File: config.mk
export PLATFORM = sky130hd
export DESIGN_NAME = cu_fsm_intr
export DESIGN_NICKNAME = d
export VERILOG_FILES = /design/src/rtl/cu_fsm_intr.sv
export SDC_FILE = /design/constraint.sdc
export NUM_CORES = 1
export LEC_CHECK = 0
export BUFFER_PORTS_ARGS = -buffer_cell sky130_fd_sc_hd__buf_2
export CAP_MARGIN = 5
export CORE_MARGIN = 2
export CORE_UTILIZATION = 40
export DETAILED_ROUTE_END_ITERATION = 8
export PLACE_DENSITY = 0.65
export SYNTH_ARGS = -nofsm -noshare
export SYNTH_HDL_FRONTEND = slang
export SYNTH_SLANG_ARGS = --single-unit
File: constraint.sdc
create_clock -name clk -period 2.7 [get_ports clk]
set_clock_uncertainty 0.15 [all_clocks]
set_input_delay 0.54 -clock clk [delete_from_list [all_inputs] [get_ports clk]]
set_output_delay 0.54 -clock clk [all_outputs]
set_load 0.1 [all_outputs]
File: src/rtl/cu_fsm_intr.sv
// RAT MCU control unit: fetch/execute FSM, full-ISA decode and a
// vectored, prioritised interrupt controller with synchronised inputs.
module cu_fsm_intr #(
    parameter int NUM_IRQ  = 4,
    parameter int IRQ_SYNC = 2,
    parameter int IRQ_EDGE = 1,
    parameter int VEC_W    = (NUM_IRQ > 1) ? $clog2(NUM_IRQ) : 1
) (
    input  logic               clk,
    input  logic               reset_n,
    input  logic               c,
    input  logic               z,
    input  logic [NUM_IRQ-1:0] irq,
    input  logic [4:0]         opcode_hi5,
    input  logic [1:0]         opcode_lo2,
    output logic               rf_wr,
    output logic [1:0]         rf_wr_sel,
    output logic               sp_ld,
    output logic               sp_incr,
    output logic               sp_decr,
    output logic               scr_we,
    output logic               scr_data_sel,
    output logic [1:0]         scr_addr_sel,
    output logic               pc_ld,
    output logic               pc_inc,
    output logic [1:0]         pc_mux_sel,
    output logic [VEC_W-1:0]   int_vec,
    output logic               alu_opy_sel,
    output logic [3:0]         alu_sel,
    output logic               flg_c_set,
    output logic               flg_c_clr,
    output logic               flg_c_ld,
    output logic               flg_z_ld,
    output logic               flg_ld_sel,
    output logic               flg_shad_ld,
    output logic               io_strb,
    output logic [NUM_IRQ-1:0] int_ack,
    output logic               i_flag,
    output logic               rst
);

    typedef enum logic [1:0] {
        ST_INIT, ST_FETCH, ST_EXEC, ST_INTR
    } state_t;

    localparam logic [6:0] OP_SEI   = 7'b0110100;
    localparam logic [6:0] OP_CLI   = 7'b0110101;
    localparam logic [6:0] OP_RETID = 7'b0110110;
    localparam logic [6:0] OP_RETIE = 7'b0110111;

    state_t             state;
    logic [6:0]         op;
    logic [NUM_IRQ-1:0] irq_s;
    logic [NUM_IRQ-1:0] pend;
    logic [NUM_IRQ-1:0] ack_oh;
    logic [NUM_IRQ-1:0] clr;
    logic [VEC_W-1:0]   k_q;
    logic               take_intr;

    assign op        = {opcode_hi5, opcode_lo2};
    assign take_intr = i_flag && (|pend);
    assign ack_oh    = NUM_IRQ'(1) << k_q;
    assign clr       = (state == ST_INTR) ? ack_oh : '0;

    function automatic logic [VEC_W-1:0] lowest(input logic [NUM_IRQ-1:0] p);
        lowest = '0;
        for (int i = NUM_IRQ - 1; i >= 0; i--)
            if (p[i]) lowest = VEC_W'(i);
    endfunction

    generate
        if (IRQ_SYNC == 0) begin : g_nosync
            assign irq_s = irq;
        end else begin : g_sync
            logic [NUM_IRQ-1:0] sff [IRQ_SYNC];
            always_ff @(posedge clk or negedge reset_n) begin
                if (!reset_n) begin
                    for (int i = 0; i < IRQ_SYNC; i++) sff[i] <= '0;
                end else begin
                    sff[0] <= irq;
                    for (int i = 1; i < IRQ_SYNC; i++) sff[i] <= sff[i-1];
                end
            end
            assign irq_s = sff[IRQ_SYNC-1];
        end

        if (IRQ_EDGE != 0) begin : g_edge
            logic [NUM_IRQ-1:0] irq_q;
            logic [NUM_IRQ-1:0] pend_q;
            // a fresh rising edge overrides the clear of the serviced channel
            always_ff @(posedge clk or negedge reset_n) begin
                if (!reset_n) begin
                    irq_q  <= '0;
                    pend_q <= '0;
                end else begin
                    irq_q  <= irq_s;
                    pend_q <= (pend_q & ~clr) | (irq_s & ~irq_q);
                end
            end
            assign pend = pend_q;
        end else begin : g_level
            assign pend = irq_s;
        end
    endgenerate

    always_ff @(posedge clk or negedge reset_n) begin
        if (!reset_n) begin
            state  <= ST_INIT;
            i_flag <= 1'b0;
            k_q    <= '0;
        end else begin
            unique case (state)
                ST_INIT:  state <= ST_FETCH;
                ST_FETCH: state <= ST_EXEC;
                ST_EXEC: begin
                    if (take_intr) begin
                        state <= ST_INTR;
                        k_q   <= lowest(pend);
                    end else begin
                        state <= ST_FETCH;
                    end
                    if (op == OP_SEI || op == OP_RETIE)
                        i_flag <= 1'b1;
                    else if (op == OP_CLI || op == OP_RETID)
                        i_flag <= 1'b0;
                end
                ST_INTR: begin
                    state  <= ST_FETCH;
                    i_flag <= 1'b0;
                end
                default: state <= ST_INIT;
            endcase
        end
    end

    always_comb begin
        rf_wr        = 1'b0;
        rf_wr_sel    = 2'd0;
        sp_ld        = 1'b0;
        sp_incr      = 1'b0;
        sp_decr      = 1'b0;
        scr_we       = 1'b0;
        scr_data_sel = 1'b0;
        scr_addr_sel = 2'd0;
        pc_ld        = 1'b0;
        pc_inc       = 1'b0;
        pc_mux_sel   = 2'd0;
        int_vec      = '0;
        alu_opy_sel  = 1'b0;
        alu_sel      = 4'd0;
        flg_c_set    = 1'b0;
        flg_c_clr    = 1'b0;
        flg_c_ld     = 1'b0;
        flg_z_ld     = 1'b0;
        flg_ld_sel   = 1'b0;
        flg_shad_ld  = 1'b0;
        io_strb      = 1'b0;
        int_ack      = '0;
        rst          = 1'b0;
        unique case (state)
            ST_INIT:  rst = 1'b1;
            ST_FETCH: pc_inc = 1'b1;
            ST_INTR: begin
                int_ack      = ack_oh;
                int_vec      = k_q;
                scr_we       = 1'b1;
                scr_data_sel = 1'b1;
                scr_addr_sel = 2'd3;
                sp_decr      = 1'b1;
                pc_ld        = 1'b1;
                pc_mux_sel   = 2'd2;
                flg_shad_ld  = 1'b1;
            end
            ST_EXEC: begin
                // op[6] distinguishes immediate forms from reg/reg forms
                unique casez (op)
                    7'b0000000, 7'b10000??: begin
                        alu_sel = 4'd5; alu_opy_sel = op[6];
                        rf_wr = 1'b1; flg_c_clr = 1'b1; flg_z_ld = 1'b1;
                    end
                    7'b0000001, 7'b10001??: begin
                        alu_sel = 4'd6; alu_opy_sel = op[6];
                        rf_wr = 1'b1; flg_c_clr = 1'b1; flg_z_ld = 1'b1;
                    end
                    7'b0000010, 7'b10010??: begin
                        alu_sel = 4'd7; alu_opy_sel = op[6];
                        rf_wr = 1'b1; flg_c_clr = 1'b1; flg_z_ld = 1'b1;
                    end
                    7'b0000011, 7'b10011??: begin
                        alu_sel = 4'd8; alu_opy_sel = op[6];
                        flg_c_clr = 1'b1; flg_z_ld = 1'b1;
                    end
                    7'b0000100, 7'b10100??: begin
                        alu_sel = 4'd0; alu_opy_sel = op[6];
                        rf_wr = 1'b1; flg_c_ld = 1'b1; flg_z_ld = 1'b1;
                    end
                    7'b0000101, 7'b10101??: begin
                        alu_sel = 4'd1; alu_opy_sel = op[6];
                        rf_wr = 1'b1; flg_c_ld = 1'b1; flg_z_ld = 1'b1;
                    end
                    7'b0000110, 7'b10110??: begin
                        alu_sel = 4'd2; alu_opy_sel = op[6];
                        rf_wr = 1'b1; flg_c_ld = 1'b1; flg_z_ld = 1'b1;
                    end
                    7'b0000111, 7'b10111??: begin
                        alu_sel = 4'd3; alu_opy_sel = op[6];
                        rf_wr = 1'b1; flg_c_ld = 1'b1; flg_z_ld = 1'b1;
                    end
                    7'b0001000, 7'b11000??: begin
                        alu_sel = 4'd4; alu_opy_sel = op[6];
                        flg_c_ld = 1'b1; flg_z_ld = 1'b1;
                    end
                    7'b0001001, 7'b11011??: begin
                        alu_sel = 4'd14; alu_opy_sel = op[6];
                        rf_wr = 1'b1;
                    end
                    7'b0001010, 7'b11100??: begin
                        rf_wr = 1'b1; rf_wr_sel = 2'd1;
                        scr_addr_sel = {1'b0, op[6]};
                    end
                    7'b0001011, 7'b11101??: begin
                        scr_we = 1'b1;
                        scr_addr_sel = {1'b0, op[6]};
                    end
                    7'b11001??: begin
                        rf_wr = 1'b1; rf_wr_sel = 2'd3;
                    end
                    7'b11010??: io_strb = 1'b1;
                    7'b0010000: pc_ld = 1'b1;
                    7'b0010001: begin
                        pc_ld = 1'b1; scr_we = 1'b1; scr_data_sel = 1'b1;
                        scr_addr_sel = 2'd3; sp_decr = 1'b1;
                    end
                    7'b0010010: pc_ld = z;
                    7'b0010011: pc_ld = ~z;
                    7'b0010100: pc_ld = c;
                    7'b0010101: pc_ld = ~c;
                    7'b0100000, 7'b0100001, 7'b0100010,
                    7'b0100011, 7'b0100100: begin
                        alu_sel = 4'd9 + {1'b0, op[2:0]};
                        rf_wr = 1'b1; flg_c_ld = 1'b1; flg_z_ld = 1'b1;
                    end
                    7'b0100101: begin
                        scr_we = 1'b1; scr_addr_sel = 2'd3; sp_decr = 1'b1;
                    end
                    7'b0100110: begin
                        rf_wr = 1'b1; rf_wr_sel = 2'd1;
                        scr_addr_sel = 2'd2; sp_incr = 1'b1;
                    end
                    7'b0101000: sp_ld = 1'b1;
                    7'b0101001: begin
                        rf_wr = 1'b1; rf_wr_sel = 2'd2;
                    end
                    7'b0110000: flg_c_clr = 1'b1;
                    7'b0110001: flg_c_set = 1'b1;
                    7'b0110010, 7'b011011?: begin
                        pc_ld = 1'b1; pc_mux_sel = 2'd1;
                        scr_addr_sel = 2'd2; sp_incr = 1'b1;
                        flg_ld_sel = op[2];
                        flg_c_ld   = op[2];
                        flg_z_ld   = op[2];
                    end
                    default: ;
                endcase
            end
            default: rst = 1'b1;
        endcase
    end

endmodule
# Word level (Yosys, flattened, before mapping)
# Cells that the tools add are included.
[op_classes]
eq_ne = 52
mux = 50
magnitude_cmp = 0
add_sub_neg = 1
shift = 1
n_div = 0
reduce_logical = 32
bitwise = 7
mul = 0
[ops]
columns = ["op", "n"]
rows = [
  ["$eq 7x6->1 const B", 16],
  ["$eq 5x5->1 const B", 14],
  ["$eq 7x5->1 const B", 6],
  ["$pmux 4 s10", 1],
  ["$eq 7x3->1 const B", 4],
  ["$eq 7x4->1 const B", 4],
  ["$mux 1", 27],
  ["$reduce_or 26->1", 1],
  ["$reduce_or 2->1", 12],
  ["$reduce_or 23->1", 1],
  ["$reduce_or 20->1", 1],
  ["$pmux 2 s3", 3],
  ["$reduce_or 4->1", 4],
  ["$reduce_or 15->1", 1],
  ["$eq 7x2->1 const B", 2],
  ["$mux 2", 7],
  ["$pmux 1 s2", 7],
  ["$reduce_or 9->1", 1],
  ["$and 4x4->4", 2],
  ["$mux 4", 2],
  ["$not 4->4", 2],
  ["$pmux 2 s2", 2],
  ["$eq 7x1->1 const B", 1],
  ["$logic_not 7->1", 1],
  ["16 further kinds", 21],
]
[totals]
out_inout_bits = 34
mem_bits_ro = 0
n_memories = 0
regBits = 21
latch_bits = 0
elab_cells = 150
ram_bits = 0

# Longest topological paths before layout
[depth]
ltp_word = 5
mapped_depth = 7

# Worst setup path after synthesis
# OpenSTA, ideal clock, no wires.
[synth_path]
path_kind = "in2out"
startpoint = "in opcode_hi5[2]"
endpoint = "out flg_ld_sel"
path_buffers = 2
cell_stages = 5
slack_ps = -3039
arrival_ps = 5049
path_cell_list = "buf_2 > buf_4 > nand3b_1 > nor4_1 > and2_1"
[synth_via]
elab_chain_cells = 4
word_cells_on_any_way = 5
classes_between = "2 x eq/ne; 2 x mux; 1 x reduce/logical"
[synth_lines]
columns = ["element", "line_no", "source"]
rows = [
  ["start, declared", "14", "input logic [4:0] opcode_hi5,"],
  ["$eq 7x6->1 / $eq 6x5->1 (equally long branches)", "176", "unique casez (op)"],
  ["$reduce_or 2->1 (*)", "--", ""],
  ["$mux 1 (*)", "176", ""],
  ["$mux 1 (*)", "160", "unique case (state)"],
  ["end, declared", "34", "output logic flg_ld_sel,"],
]
# Mark *: on every way between the ends. The rest lies on a longest branch, timed or not.

# Final worst setup path
[layout_path]
startpoint = "in opcode_lo2[1]"
endpoint = "out rf_wr"
[layout_via]
elab_chain_cells = 4
word_cells_on_any_way = 19
classes_between = "15 x eq/ne; 2 x mux; 2 x reduce/logical"
[layout_lines]
columns = ["element", "line_no", "source"]
rows = [
  ["start, declared", "15", "input logic [1:0] opcode_lo2,"],
  ["$eq 7x6->1 (tied with other cells)", "176", ""],
  ["$reduce_or 26->1 (no line) (*)", "--", ""],
  ["$mux 1 (*)", "176", ""],
  ["$mux 1 (*)", "160", ""],
  ["end, declared", "16", "output logic rf_wr,"],
]
# Marks and branches as above.

==> out/metrics.json <==
{
  "power.internal": {"value": 0.977, "unit": "mW"},
  "netSwitchingPower": {"value": 1.12, "unit": "mW"},
  "detail_route.vias_per_cell": {"value": 5.96},
  "grt_pass1_vias": {"value": 2087},
  "ys_seq_elements": {"value": 21},
  "firstDrtPassIters": {"value": 4},
  "flow.area_growth_from_synthesis": {"value": 112, "unit": "%"},
  "period_utilisation_layout": {"value": 112, "unit": "%"},
  "comb_power_share": {"value": 69.5, "unit": "%"},
  "slowest_delay": {"value": 400, "unit": "ps"},
  "mappedNetlistArea": {"value": 1720, "unit": "um2"},
  "detailroute.via_count": {"value": 2213},
  "boundary_pin_count": {"value": 49},
  "rrSetupSlack": {"value": 1060, "unit": "ps"},
  "timing.setup.tns": {"value": -2360, "unit": "ps"},
  "start_util": {"value": 42.2, "unit": "%"},
  "placement_rows": {"value": 23},
  "clkTransAtPathRegs": {"value": 70, "unit": "ps"},
  "power.density": {"value": 574, "unit": "nW/um2"},
  "worst_setup_path_end_kind": {"value": "primary output"},
  "required": {"value": 2010, "unit": "ps"},
  "crit_chain": {"value": "buf_12 -> inv_16 -> ha_4 -> or3b_4 -> a2111oi_4 -> buf_4 -> a2111oi_2 -> a41oi_4 -> buf_12"},
  "grt_setup_unrepaired": {"value": "yes"},
  "setup_slack_after_layout": {"value": -314, "unit": "ps"},
  "dieWidth": {"value": 69.6, "unit": "um"},
  "layout.filler_cells": {"value": 175},
  "worstSetupPathType": {"value": "in -> out"},
  "final-hold-violation-count": {"value": 0},
  "tightest_slew": {"value": 761, "unit": "ps"},
  "floorplan_core_area": {"value": 4090, "unit": "um2"},
  "drv_cap": {"value": 0},
  "cts_tree": {"value": "done"},
  "globalRouteTotalUtil": {"value": 27.6, "unit": "%"},
  "postSynth.asyncResetShare": {"value": 100, "unit": "%"},
  "critical_path.slowest_cell": {"value": "sky130_fd_sc_hd__or3b_4"},
  "die_area": {"value": 4850, "unit": "um2"},
  "insertedDiodeCount": {"value": 0},
  "report.power.total": {"value": 2.10, "unit": "mW"},
  "power_switching_share": {"value": 53.4, "unit": "%"},
  "drive_gt1_share": {"value": 65.7, "unit": "%"},
  "grt_max_degree": {"value": 22},
  "clkPwrFrac": {"value": 9.6, "unit": "%"},
  "count_of_h_tree_levels_built_during_cts": {"value": 1},
  "critPathMostFrequentCell": {"value": "sky130_fd_sc_hd__buf_12"},
  "status": {"value": "finished, violations left"},
  "max-slew-margin-rel": {"value": 49.3, "unit": "%"},
  "power.ir.vdd_worst": {"value": 0.000516, "unit": "V"},
  "root_buffer": {"value": "sky130_fd_sc_hd__clkbuf_8"},
  "finalCriticalPeriod": {"value": 3010, "unit": "ps"},
  "clock_tree.buffer_depth": {"value": 2},
  "detailed_placer_s_ending_hpwl": {"value": 5010, "unit": "um"},
  "synth_edf_count": {"value": 0},
  "cp-start-kind": {"value": "input pin"},
  "cellLeakagePower": {"value": 1.57, "unit": "nW"},
  "antenna_violations_before_repair": {"value": 0},
  "dr.first_iter.drc_count": {"value": 189},
  "netlist_instances": {"value": 198},
  "violations": {"value": "setup timing"},
  "grt_pass1_wl": {"value": 10800, "unit": "um"},
  "chipHeight": {"value": 69.6, "unit": "um"},
  "totalWireLength": {"value": 7500, "unit": "um"},
  "final.hold.worst_slack": {"value": 67.6, "unit": "ps"},
  "yosysWarningCount": {"value": 0},
  "remaining_drc_errors": {"value": 0},
  "ant_nets": {"value": 0},
  "worstSkewPairLatency": {"value": 260, "unit": "ps"},
  "yosysUniqueCellTypes": {"value": 64},
  "timing.critical_path.arrival": {"value": 2320, "unit": "ps"},
  "num-nets-final": {"value": 342},
  "report.final.slew_viol_count": {"value": 0},
  "crit_fanout": {"value": 5},
  "routed_wire_length_per_instance": {"value": 20.2, "unit": "um"},
  "worstHoldPathType": {"value": "in -> async"},
  "setup-violations-final": {"value": 10},
  "gpl.final_weighted_congestion": {"value": 0.933},
  "postSynthAreaPerCell": {"value": 8.70, "unit": "um2"},
  "yosys_most_used_dff": {"value": "sky130_fd_sc_hd__dfrtp_1"},
  "synth_sequential_area_ratio": {"value": 30.5, "unit": "%"},
  "number_of_buffers_created_by_cts": {"value": 3},
  "syn_nets": {"value": 218},
  "gr-total-overflow": {"value": 0},
  "fmax": {"value": 332, "unit": "MHz"},
  "count_of_buffers_inserted_at_the_top_level_ports": {"value": 48},
  "cts.sink_count": {"value": 21},
  "seq_power_share": {"value": 20.9, "unit": "%"}
}
-- stage by stage --
step | cell area [um2] | worst slack, ps | instances | util, %
final | 3650 | -314 | 371 | 89.4
after global routing | 3650 | -358 | 371 | 89.4
after CTS | 3410 | -228 | 362 | 83.3
after detailed placement | 3170 | -430 | 353 | 77.6
after global placement | 3170 | -388 | 353 | 77.6
after floorplan | 2150 | -734 | 198 | -
-- cell usage in the layout, fill, tap and decap left out, types with 3 or more instances in the layout --
cell	synthesis	final
sky130_fd_sc_hd__nand2b_1	5	5
sky130_fd_sc_hd__nor4_4	0	3
sky130_fd_sc_hd__clkbuf_8	0	3
sky130_fd_sc_hd__buf_6	2	16
sky130_fd_sc_hd__nand3_1	10	7
sky130_fd_sc_hd__o22ai_1	5	5
sky130_fd_sc_hd__nor3_4	0	3
sky130_fd_sc_hd__nor3_2	0	3
sky130_fd_sc_hd__dfrtp_1	21	21
sky130_fd_sc_hd__nand3_2	0	3
sky130_fd_sc_hd__ha_4	0	4
sky130_fd_sc_hd__o21ai_0	3	3
sky130_fd_sc_hd__a21oi_1	11	4
sky130_fd_sc_hd__inv_1	15	12
sky130_fd_sc_hd__nor2_1	9	8
sky130_fd_sc_hd__nand2_1	8	8
sky130_fd_sc_hd__buf_4	7	72
sky130_fd_sc_hd__or3b_4	1	4
sky130_fd_sc_hd__buf_12	0	25
sky130_fd_sc_hd__a21oi_4	0	6
sky130_fd_sc_hd__nor2b_1	7	3
sky130_fd_sc_hd__a31oi_4	0	5
sky130_fd_sc_hd__buf_2	3	20
-- power by group through the flow --
stage / Clock [mW] / Sequential [mW] / Combinational (mW)
after floorplan: 0 / 0.449 / 0.912
final: 0.201 / 0.438 / 1.46
after detailed placement: 0 / 0.441 / 1.34
after CTS: 0.202 / 0.434 / 1.39
after global routing: 0.221 / 0.449 / 1.50
after global placement: 0 / 0.436 / 1.32
-- synthesized netlist by cell type, drive strengths merged, types with 2 or more instances --
cell / number / area (um2)
buf: 12 / 90.1
o22ai: 5 / 31.3
dfrtp: 21 / 526
a31oi: 5 / 31.3
clkbuf: 4 / 15.0
o22a: 2 / 17.5
and3: 5 / 31.3
nand4: 2 / 12.5
or3b: 5 / 46.3
nor4: 4 / 25.0
o31a: 2 / 17.5
or3: 2 / 12.5
a2111oi: 2 / 42.5
nor2b: 7 / 43.8
or4b: 2 / 23.8
o21ai: 6 / 30.0
nand2b: 5 / 31.3
nand3: 10 / 50.1
inv: 17 / 63.8
ha: 5 / 62.6
and2: 3 / 18.8
nor3: 8 / 40.0
nand2: 8 / 30.0
nor3b: 3 / 27.5
a31o: 2 / 17.5
nor4b: 4 / 41.3
nor2: 9 / 33.8
a41oi: 2 / 25.0
o32ai: 2 / 17.5
a21oi: 12 / 63.8
mux2i: 2 / 20.0
-- cell families after synthesis --
family          Yosys count  share of synthesized area, %
xor+xnor                  1                         0.508
compound gates           53                          24.2
flops                    21                          30.5
fa+ha+maj                 5                          3.63
buf+inv                  33                          9.80
mux                       3                          1.82
simple gates             82                          29.6
-- critical path: cells and delay by family --
kind	cells	cell delay [ps]
AO/OA/AOI/OAI	3	650
adder cells (fa/ha/maj)	1	130
buffers and inverters	4	600
AND/OR/NAND/NOR	1	400
-- timing repair --
| action | CTS | global route |
|---|---|---|
| pin swaps | 15 | 12 |
| setup buffers | 5 | 10 |
| gates resized for setup | 34 | 42 |
| hold buffers | 0 | 0 |
| cloned | 0 | 0 |
| setup endpoints to repair | 16 | 19 |
-- layout make-up --
type / count / area (um2) / share of cell area [%]
multi-input combinational: 144 / 1580 / 43.2
timing repair buffer: 135 / 1350 / 37.0
sequential: 21 / 526 / 14.4
clock buffer: 3 / 41.3 / 1.13
clock inverter: 1 / 5.00 / 0.137
tap: 50 / 62.6 / 1.71
inverter: 17 / 87.6 / 2.40
-- layer usage --
layer	global-route usage (%)	share of wire [%]	vias up
li1	-	-	980
met1	34.5	38	1116
met2	49.3	54	103
met3	4.94	5.5	14
met4	6.62	1.8	0
met5	0	0	-
-- flip-flops by register name (all words and copies together), names as in the netlist --
name           count
i_flag             1
g_sync.sff         4
state              2
k_q                2
g_edge.irq_q       4
g_edge.pend_q      4
irq_s              4
-- final timing paths --
path | from | to | cells past startpoint
worst max-delay path | opcode_lo2[1] | rf_wr | 9
worst min-delay path | reset_n | k_q[1] | 1
worst max register to register | state[1] | k_q[0] | 5
worst min register to register | g_sync.sff[6] | irq_s[2] | 0
max in group asynchronous | reset_n | g_edge.pend_q[0] | 1
min in group clk | g_sync.sff[6] | irq_s[2] | 0
Power figures use the tool's default switching activity.
